$ cat config.mk
export PLATFORM = sky130hd
export DESIGN_NAME = dmem_req_ctrl
export DESIGN_NICKNAME = d
export VERILOG_FILES = /design/src/rtl/dmem_req_ctrl.sv
export SDC_FILE = /design/constraint.sdc
export NUM_CORES = 1
export LEC_CHECK = 0
export BUFFER_PORTS_ARGS = -buffer_cell sky130_fd_sc_hd__buf_4
export CAP_MARGIN = 20
export CORE_AREA = 2 2 106 108
export DETAILED_ROUTE_END_ITERATION = 7
export DIE_AREA = 0 0 108 110
export PLACE_DENSITY = 0.78
export SETUP_SLACK_MARGIN = 0.5
export SLEW_MARGIN = 15
export SYNTH_ARGS = -nofsm -noshare
export SYNTH_HDL_FRONTEND = slang
export SYNTH_SLANG_ARGS = --single-unit
$ cat constraint.sdc
create_clock -name clk -period 2.02 [get_ports clk]
set_input_delay 0 -clock clk [delete_from_list [all_inputs] [get_ports clk]]
set_output_delay 0 -clock clk [all_outputs]
set_load 0.02 [all_outputs]
$ cat src/rtl/dmem_req_ctrl.sv
// -----------------------------------------------------------------------------
// dmem_req_ctrl_pkg / dmem_req_ctrl
//
// Memory-stage data-memory request controller. Takes the mem-op fields of the
// instruction in the memory stage and issues a single request to data memory.
// It collects the response over a valid/yumi handshake and stalls the pipeline
// until the access retires. Load data is returned zero-extended (byte or word).
// A hung memory is flagged through a timeout counter that parks the FSM in a
// sticky error state.
//
// Ports
//   clk           in   core clock, all state on rising edge
//   n_reset       in   asynchronous active-low reset
//   mem_op_i      in   instruction in the memory stage is a mem op
//   is_load_i     in   1 = load (LW/LBU), 0 = store (SW/SB)
//   is_byte_i     in   byte access (LBU/SB)
//   addr_i        in   effective byte address
//   store_data_i  in   store source operand
//   from_mem_i    in   memory -> controller: read_data, valid, yumi
//   to_mem_o      out  controller -> memory: write_data, valid, wen,
//                      byte_not_word, yumi
//   mem_addr_o    out  registered request address
//   load_data_o   out  load result, valid while done_o = 1
//   done_o        out  one-cycle pulse when the access retires
//   stall_o       out  hold the pipeline (combinational)
//   err_o         out  sticky timeout error
//   state_o       out  FSM state (IDLE=0, REQ_SENT=1, REQ_ACKED=2, ERR=3)
// -----------------------------------------------------------------------------
package dmem_req_ctrl_pkg;

    parameter int unsigned MEM_DATA_W = 32;

    typedef struct packed {
        logic [MEM_DATA_W-1:0] read_data;
        logic                  valid;
        logic                  yumi;
    } mem_out_s;

    typedef struct packed {
        logic [MEM_DATA_W-1:0] write_data;
        logic                  valid;
        logic                  wen;
        logic                  byte_not_word;
        logic                  yumi;
    } mem_in_s;

endpackage

module dmem_req_ctrl
    import dmem_req_ctrl_pkg::*;
#(
    parameter int unsigned DATA_W      = MEM_DATA_W,
    parameter int unsigned TIMEOUT_MAX = 255,
    parameter int unsigned CNT_W       = 8
) (
    input  logic              clk,
    input  logic              n_reset,
    input  logic              mem_op_i,
    input  logic              is_load_i,
    input  logic              is_byte_i,
    input  logic [DATA_W-1:0] addr_i,
    input  logic [DATA_W-1:0] store_data_i,
    input  mem_out_s          from_mem_i,
    output mem_in_s           to_mem_o,
    output logic [DATA_W-1:0] mem_addr_o,
    output logic [DATA_W-1:0] load_data_o,
    output logic              done_o,
    output logic              stall_o,
    output logic              err_o,
    output logic [1:0]        state_o
);

    typedef enum logic [1:0] {
        S_IDLE      = 2'd0,
        S_REQ_SENT  = 2'd1,
        S_REQ_ACKED = 2'd2,
        S_ERR       = 2'd3
    } state_e;

    state_e            state_q, state_d;
    logic [CNT_W-1:0]  cnt_q, cnt_d;
    logic              done_q, done_d;
    logic [DATA_W-1:0] addr_q;
    logic [DATA_W-1:0] wdata_q;
    logic [DATA_W-1:0] ldata_q;
    logic              is_load_q;
    logic              is_byte_q;

    logic              accept;
    logic              capture;
    logic              complete;
    logic              waiting;
    logic [7:0]        rd_lane;

    // done_q blocks re-accepting the retiring instruction, which is still on
    // the inputs during its done cycle. n_reset is folded in so stall_o is
    // also low while reset is asserted.
    assign accept  = n_reset && (state_q == S_IDLE) && mem_op_i && !done_q;
    assign waiting = (state_q == S_REQ_SENT) || (state_q == S_REQ_ACKED);

    always_comb begin
        state_d  = state_q;
        cnt_d    = cnt_q;
        done_d   = 1'b0;
        capture  = 1'b0;
        complete = 1'b0;

        unique case (state_q)
            S_IDLE: begin
                if (accept) begin
                    state_d = S_REQ_SENT;
                    cnt_d   = '0;
                end
            end
            S_REQ_SENT: begin
                if (from_mem_i.yumi) begin
                    if (!is_load_q) begin
                        complete = 1'b1;
                    end else if (from_mem_i.valid) begin
                        capture  = 1'b1;
                        complete = 1'b1;
                    end else begin
                        state_d = S_REQ_ACKED;
                    end
                end
            end
            S_REQ_ACKED: begin
                if (from_mem_i.valid) begin
                    capture  = 1'b1;
                    complete = 1'b1;
                end
            end
            S_ERR: begin
                state_d = S_ERR;
            end
            default: begin
                state_d = S_IDLE;
            end
        endcase

        // Completion takes priority over the timeout in the same cycle.
        if (waiting) begin
            if (complete) begin
                state_d = S_IDLE;
                done_d  = 1'b1;
            end else if (cnt_q == CNT_W'(TIMEOUT_MAX)) begin
                state_d = S_ERR;
            end
            if (cnt_q != CNT_W'(TIMEOUT_MAX)) begin
                cnt_d = cnt_q + CNT_W'(1);
            end
        end
    end

    // Little-endian byte lane of the returned word.
    always_comb begin
        rd_lane = from_mem_i.read_data[7:0];
        unique case (addr_q[1:0])
            2'd0: rd_lane = from_mem_i.read_data[7:0];
            2'd1: rd_lane = from_mem_i.read_data[15:8];
            2'd2: rd_lane = from_mem_i.read_data[23:16];
            2'd3: rd_lane = from_mem_i.read_data[31:24];
            default: rd_lane = from_mem_i.read_data[7:0];
        endcase
    end

    always_ff @(posedge clk or negedge n_reset) begin
        if (!n_reset) begin
            state_q   <= S_IDLE;
            cnt_q     <= '0;
            done_q    <= 1'b0;
            addr_q    <= '0;
            wdata_q   <= '0;
            ldata_q   <= '0;
            is_load_q <= 1'b0;
            is_byte_q <= 1'b0;
        end else begin
            state_q <= state_d;
            cnt_q   <= cnt_d;
            done_q  <= done_d;
            if (accept) begin
                addr_q    <= addr_i;
                is_load_q <= is_load_i;
                is_byte_q <= is_byte_i;
                // Byte stores replicate the byte on every lane; memory picks
                // the lane from the address.
                wdata_q   <= is_byte_i ? {(DATA_W/8){store_data_i[7:0]}} : store_data_i;
            end
            if (capture) begin
                ldata_q <= is_byte_q ? {{(DATA_W-8){1'b0}}, rd_lane} : from_mem_i.read_data;
            end
        end
    end

    always_comb begin
        to_mem_o = '0;
        if (state_q == S_REQ_SENT) begin
            to_mem_o.valid         = 1'b1;
            to_mem_o.wen           = !is_load_q;
            to_mem_o.byte_not_word = is_byte_q;
            to_mem_o.write_data    = wdata_q;
        end
        to_mem_o.yumi = capture;
    end

    assign mem_addr_o  = addr_q;
    assign load_data_o = ldata_q;
    assign done_o      = done_q;
    assign stall_o     = accept || (state_q != S_IDLE);
    assign err_o       = (state_q == S_ERR);
    assign state_o     = state_q;

endmodule

==> results.toml, run 1 <==
[timing]
hold_viol = 0
period_share_pct = 89.40
setup_tns_ns = 0
drv_slew = 0
fin_ws_ns = 0.2142
setup_viol = 0
whs_ns = 0.09101
max_freq_mhz = 553.8
relSlewSlack_pct = 67.10
period_minus_slack_ns = 1.806
fin_skew_ns = 0.01883
worst_pin_slew_ns = 0.4935
rsz0062_at_grt = "yes"

[finish]
seq_area_um2 = 2731
utilization_pct = 80.42
multi_input_area_um2 = 2364
area_growth_pct = 68.28
final_nets = 991
fillers = 605
drive_above_1_share_pct = 33.71
n_antenna_cell = 0

[synth]
yosys.area_share.adder_pct = 1.468
async_flop_share_pct = 100.0
synth.avg_cell_area_um2 = 9.001
synth_top_flop_cell = "dfrtp_1"
synthSimpleGateAreaFrac_pct = 23.94
synth_compound_area_share_pct = 10.35
synth-xor-area-share_pct = 0.6853
yosysWarnings = 0
yosys.area.top_type = "dfrtp_1"
syn_nets = 677
synthDominantCellAreaShare_pct = 53.35
synthDistinctLibCells = 41
synth-edff-count = 0
synth_area_um2 = 5112
netlist_top_cells_area = "dfrtp_1 (53%), nand2_1 (15%), mux2i_1 (6.3%)"
synth_top_family_by_area = "simple AND/OR/NAND/NOR gates"
yosysSeqAreaShare_pct = 53.35
ys_seq_elements = 109
synthCells = 568
synth.area.mux_share_pct = 6.265
synth_commonest_cells = "nand2_1 (209), dfrtp_1 (109), o21ai_0 (60), and2_1 (33), mux2i_1 (32)"
yosysMostFrequentCell = "nand2_1"

[floorplan]
die_y_um = 110
core_um2 = 10700
die_w_um = 108
ioPinCount = 208
die-area_um2 = 11880
start_util_pct = 47.79
rows = 38

[grt]
grt_max_degree = 89
grt_pass1_wl_um = 26620
overflow = 0
grt_pass1_vias = 5265
antenna_found_initial = 0
track_usage_pct = 29.03

[critical_path]
crit_path_end_kind = "flip-flop"
critPathMaxFanout = 9
cp_slowest_stage_delay_ns = 0.45
worstPathArrival_ns = 2.06
crit_slowest_cell = "dfrtp_2"
cp_cell_sequence = "inv_4, ha_4, a31o_4, nand3_4, buf_12, clkbuf_16, o21ai_0"
worstPathRequired_ns = 2.27
worst-setup-path-type = "reg2reg"
worst_setup_path_start_kind = "flip-flop"

[clock_tree]
clock-sinks = 109
htree_levels = 3
cts_made_buffers = 9
ctsLongestPathBuffers = 2
clk_latency_ns = 0.39
clk_pin_slew_ns = 0.12
root_buffer = "clkbuf_8"
cts_tree = "built"

[drt]
drt_iter0_drc = 448
drc = 0
ant_nets = 0
first_pass_iters = 7
vias_per_cell = 5.556
post_drt_wl_per_cell_um = 18.55
routed_wl_um = 19050
vias = 5706

[place]
gp_congestion = 0.8516
pre_cts_ws_ns = 0.2913
hpwl_um = 10360
portBuffers = 207

[run_status]
status = "finished clean"

[power_and_ir_drop]
ir_drop_mv = 0.2911
finalPower_mw = 4.072
pwr_density_cell_nw_per_um2 = 473.3
p_leak_nw = 4.386
seq_power_share_pct = 53.5
comb_power_share_pct = 11.4
p_int_mw = 3.107
clockPowerShare_pct = 35.1
switchingPower_uw = 965.3
power_switching_share_pct = 23.71

[hold_path]
hold_path.class = "in2reg"

[job]
maxCapViolCount = 0
logic make-up (layout without fill, tap and decap cells):
logic type | count (synthesis) | count (layout)
AO/OA/AOI/OAI | 94 | 94
XOR/XNOR | 4 | 4
adder cells (fa/ha/maj) | 6 | 6
buffers and inverters | 46 | 365
flip-flops | 109 | 109
multiplexers | 32 | 32
AND/OR/NAND/NOR | 277 | 277
critical path, delay by kind of cell (launching register included):
family	cells	cell delay, ns
flops	1	0.45
simple gates	1	0.10
compound gates	2	0.52
buf+inv	3	0.43
fa+ha+maj	1	0.19
power by group through the flow:
stage	clock (mW)	sequential, mW	combinational, mW
final	1.43	2.18	0.463
after detailed placement	0	2.22	0.287
after CTS	1.42	2.18	0.442
after global placement	0	2.22	0.282
after global routing	1.55	2.18	0.491
after floorplan	0	2.22	0.0513
placed cells by master, fill, tap and decap left out, types with 5 or more instances in the layout:
cell type      synthesis  routed
o21ai_0               60      26
nand2_1              209     201
nand3_1                8       8
nor2_1                 9       8
buf_6                  0       5
dfrtp_1              109     106
buf_4                  3     221
o21ai_1                1      22
a21oi_1               11      11
o21ai_2                1      13
buf_12                 0       6
and2_1                33      33
clkbuf_8               0      11
clkbuf_16              0       6
nand2_4                0       8
dlygate4sd3_1          0      98
o22ai_1                7       7
mux2i_1               32      32
nor3b_1                8       8
final cells by class:
type / instances / area share, %
clock buffers: 11 / 1.760
clock inverters: 5 / 0.6545
inverters: 9 / 0.4508
multi-input cells: 413 / 27.47
flip-flops and latches: 109 / 31.75
well taps: 140 / 2.036
repair buffers: 340 / 35.88
sequential cells by signal, summed over array words and instances (netlist names):
name / count
load_data_o: 32
mem_addr_o: 32
wdata_q: 32
cnt_q: 8
state_o: 2
done_o: 1
is_byte_q: 1
is_load_q: 1
stage by stage:
step           cell area, µm²  std cells
6_report                 8603       1027
5_1_grt                  8603       1027
4_1_cts                  8299       1017
3_5_place_dp             6838        887
3_3_place_gp             6838        887
2_1_floorplan            5147        568
path summary, 6_finish.rpt:
kind,from,to,slack [ns],depth (start not counted)
max in group asynchronous,n_reset,cnt_q[0],1.08,3
hold reg to reg,wdata_q[1],wdata_q[1],0.48,2
setup reg to reg,state_o[1],load_data_o[11],0.21,7
hold / removal,from_mem_i[1],done_o,0.09,3
min in group asynchronous,n_reset,done_o,0.14,2
setup / recovery,state_o[1],load_data_o[11],0.21,7
per-layer routing:
layer | part of all wire, % | routed length (µm) | global-route usage (%)
met1 | 38 | 7185 | 36.80
met2 | 50 | 9484 | 48.07
met3 | 8.3 | 1575 | 5.232
met4 | 4.2 | 803 | 14.74
met5 | 0 | 0 | 0
timing repair:
item / in CTS / in global routing
pin swaps: 6 / 14
setup buffers: 13 / 2
hold buffers: 98 / 0
gates resized for setup: 30 / 54
endpoints found under the hold margin: 206 / 0
setup endpoints to repair: 134 / 139
cloned: 3 / 8
Power figures use the tool's default switching activity.
==> run 2, diff against run 1 <==
--- a/config.mk
+++ b/config.mk
@@ -7,10 +7,10 @@
 export LEC_CHECK = 0
 export BUFFER_PORTS_ARGS = -buffer_cell sky130_fd_sc_hd__buf_4
 export CAP_MARGIN = 20
-export CORE_AREA = 2 2 106 108
+export CORE_AREA = 2 2 103 105
 export DETAILED_ROUTE_END_ITERATION = 7
-export DIE_AREA = 0 0 108 110
-export PLACE_DENSITY = 0.78
+export DIE_AREA = 0 0 105 107
+export PLACE_DENSITY = 0.82
 export SETUP_SLACK_MARGIN = 0.5
 export SLEW_MARGIN = 15
 export SYNTH_ARGS = -nofsm -noshare
==> constraint.sdc (replaced) <==
create_clock -name clk -period 2.25 [get_ports clk]
set_input_delay 0 -clock clk [delete_from_list [all_inputs] [get_ports clk]]
set_output_delay 0 -clock clk [all_outputs]
set_load 0.02 [all_outputs]
==> run 2 against run 1 <==
Net effect: hold slack worse by 0.085 ns; die area is 5.4% lower; clock power is 15% lower; total power is 12% lower; largest power group unchanged; highest routed layer unchanged.
==> results.toml, run 2 (same netlist as run 1, synthesis figures left out) <==
[floorplan]
die-area_um2 = 11240
die_w_um = 105
ioPinCount = 208
core_um2 = 10090
start_util_pct = 50.66
die_y_um = 107
rows = 37

[power_and_ir_drop]
pwr_density_cell_nw_per_um2 = 437.7
ir_drop_mv = 0.3356
finalPower_mw = 3.578
p_leak_nw = 4.216

[grt]
antenna_found_initial = 1
track_usage_pct = 30.63
overflow = 0
grt_pass1_vias = 5591
grt_max_degree = 74
grt_pass1_wl_um = 27370

[drt]
drt_iter0_drc = 317
drc = 0
routed_wl_um = 17270
first_pass_iters = 5
vias = 5374
vias_per_cell = 5.316
post_drt_wl_per_cell_um = 17.08
ant_nets = 0

[critical_path]
r2r_start = "state_o[0]"
crit_end = "state_o[1]"
worstPathArrival_ns = 1.95
setup.worst_path.start = "state_o[0]"
rr_endpoint = "state_o[1]"
rrSetupSlack_ns = 0.56
reg2reg_depth = 7
crit_path_end_kind = "flip-flop"
worstPathRequired_ns = 2.50
worst_setup_path_start_kind = "flip-flop"
critPathMaxFanout = 5
worst-setup-path-type = "reg2reg"

[finish]
layout_common_cells = "buf_4 (223), nand2_1 (209), dfrtp_1 (106)"
drive_above_1_share_pct = 29.63
final_nets = 978
area_growth_pct = 59.91
layout.cells.most_common = "buf_4"

[timing]
setup_viol = 0
hold_viol = 0
period_minus_slack_ns = 1.693
whs_ns = 0.005740
relSlewSlack_pct = 38.38
setup_tns_ns = 0
fin_skew_ns = 0.01467
drv_slew = 0
worst_pin_slew_ns = 0.9243
period_share_pct = 75.26
rsz0062_at_grt = "yes"
max_freq_mhz = 590.5

[job]
maxCapViolCount = 0

[clock_tree]
ctsLongestPathBuffers = 2
cts_tree = "built"
cts_made_buffers = 9
root_buffer = "clkbuf_8"
clk_latency_ns = 0.37
clk_pin_slew_ns = 0.11
clock-sinks = 109
htree_levels = 3

[place]
gp_congestion = 0.8335
hpwl_um = 10150
portBuffers = 207

[hold_path]
hold_path.class = "in2reg"

[run_status]
status = "finished clean"
[run 2: cell count changes in the layout (fill, tap and decap cells not counted), moves of 5 or more]
cell / delta
nand2_1: +8
o21ai_2: -12
nand2_4: -8
o21ai_1: -20
clkbuf_16: -5
o21ai_0: +33
[run 2: repair_timing]
item                                   CTS  global route
endpoints found under the hold margin  204             0
hold buffers                            97             0
resized for setup                        8            11
setup endpoints to repair               36            67
pin swaps                                1             2
setup buffers                            6             1
cloned                                   2             1
[run 2: cell type report]
cell class	count	area, µm²
Antenna cell	1	2.502
Clock buffer	10	127.6
Clock inverter	6	70.07
Fill cell	621	1917
Inverter	9	36.28
Multi-Input combinational cell	413	2236
Sequential cell	109	2731
Tap cell	136	170.2
Timing Repair Buffer	327	2801
[run 2: critical path, stage by stage (launching register included)]
cell      delay, ns
dfrtp_2        0.48
inv_4          0.10
ha_4           0.17
nand4b_4       0.15
buf_4          0.19
a211o_1        0.28
a21oi_1        0.13
a21oi_1        0.08
[run 2: power by group]
| group | internal (mW) | total, mW | leakage [nW] | switching (mW) |
|---|---|---|---|---|
| Clock | 0.527 | 1.22 | 0.101 | 0.691 |
| Sequential | 1.96 | 1.96 | 1.48 | 0 |
| Combinational | 0.252 | 0.403 | 2.63 | 0.151 |
| Total | 2.74 | 3.58 | 4.22 | 0.842 |
[run 2: metrics by stage]
| stage | setup slack (ns) | util, % | std cells | instance area (µm²) |
|---|---|---|---|---|
| floorplan | 0.5278 | - | 568 | 5116 |
| global placement | 0.5549 | 67.27 | 887 | 6789 |
| detailed placement | 0.4727 | 67.27 | 887 | 6789 |
| CTS | 0.4582 | 80.30 | 1008 | 8104 |
| global route | 0.4868 | 81.01 | 1011 | 8175 |
| finish | 0.5565 | 81.01 | 1011 | 8175 |
[run 2: worst min-delay path by stage]
| stage | end | cells past startpoint | from |
|---|---|---|---|
| 2_1_floorplan | cnt_q[0] | 0 | n_reset |
| 3_3_place_gp | cnt_q[4] | 2 | n_reset |
| 3_5_place_dp | cnt_q[4] | 2 | n_reset |
| 4_1_cts | wdata_q[18] | 3 | store_data_i[18] |
| 5_1_grt | wdata_q[18] | 3 | store_data_i[18] |
| 6_report | load_data_o[6] | 3 | from_mem_i[8] |
[run 2: per-layer routing]
| layer | global-route usage [%] | up-vias | share of wire (%) |
|---|---|---|---|
| met3 | 6.140 | 65 | 6.3 |
| met4 | 17.52 | 0 | 4.5 |
| met1 | 36.40 | 2601 | 39 |
| met5 | 0 | - | 0 |
| li1 | - | 2461 | - |
| met2 | 51.99 | 247 | 50 |
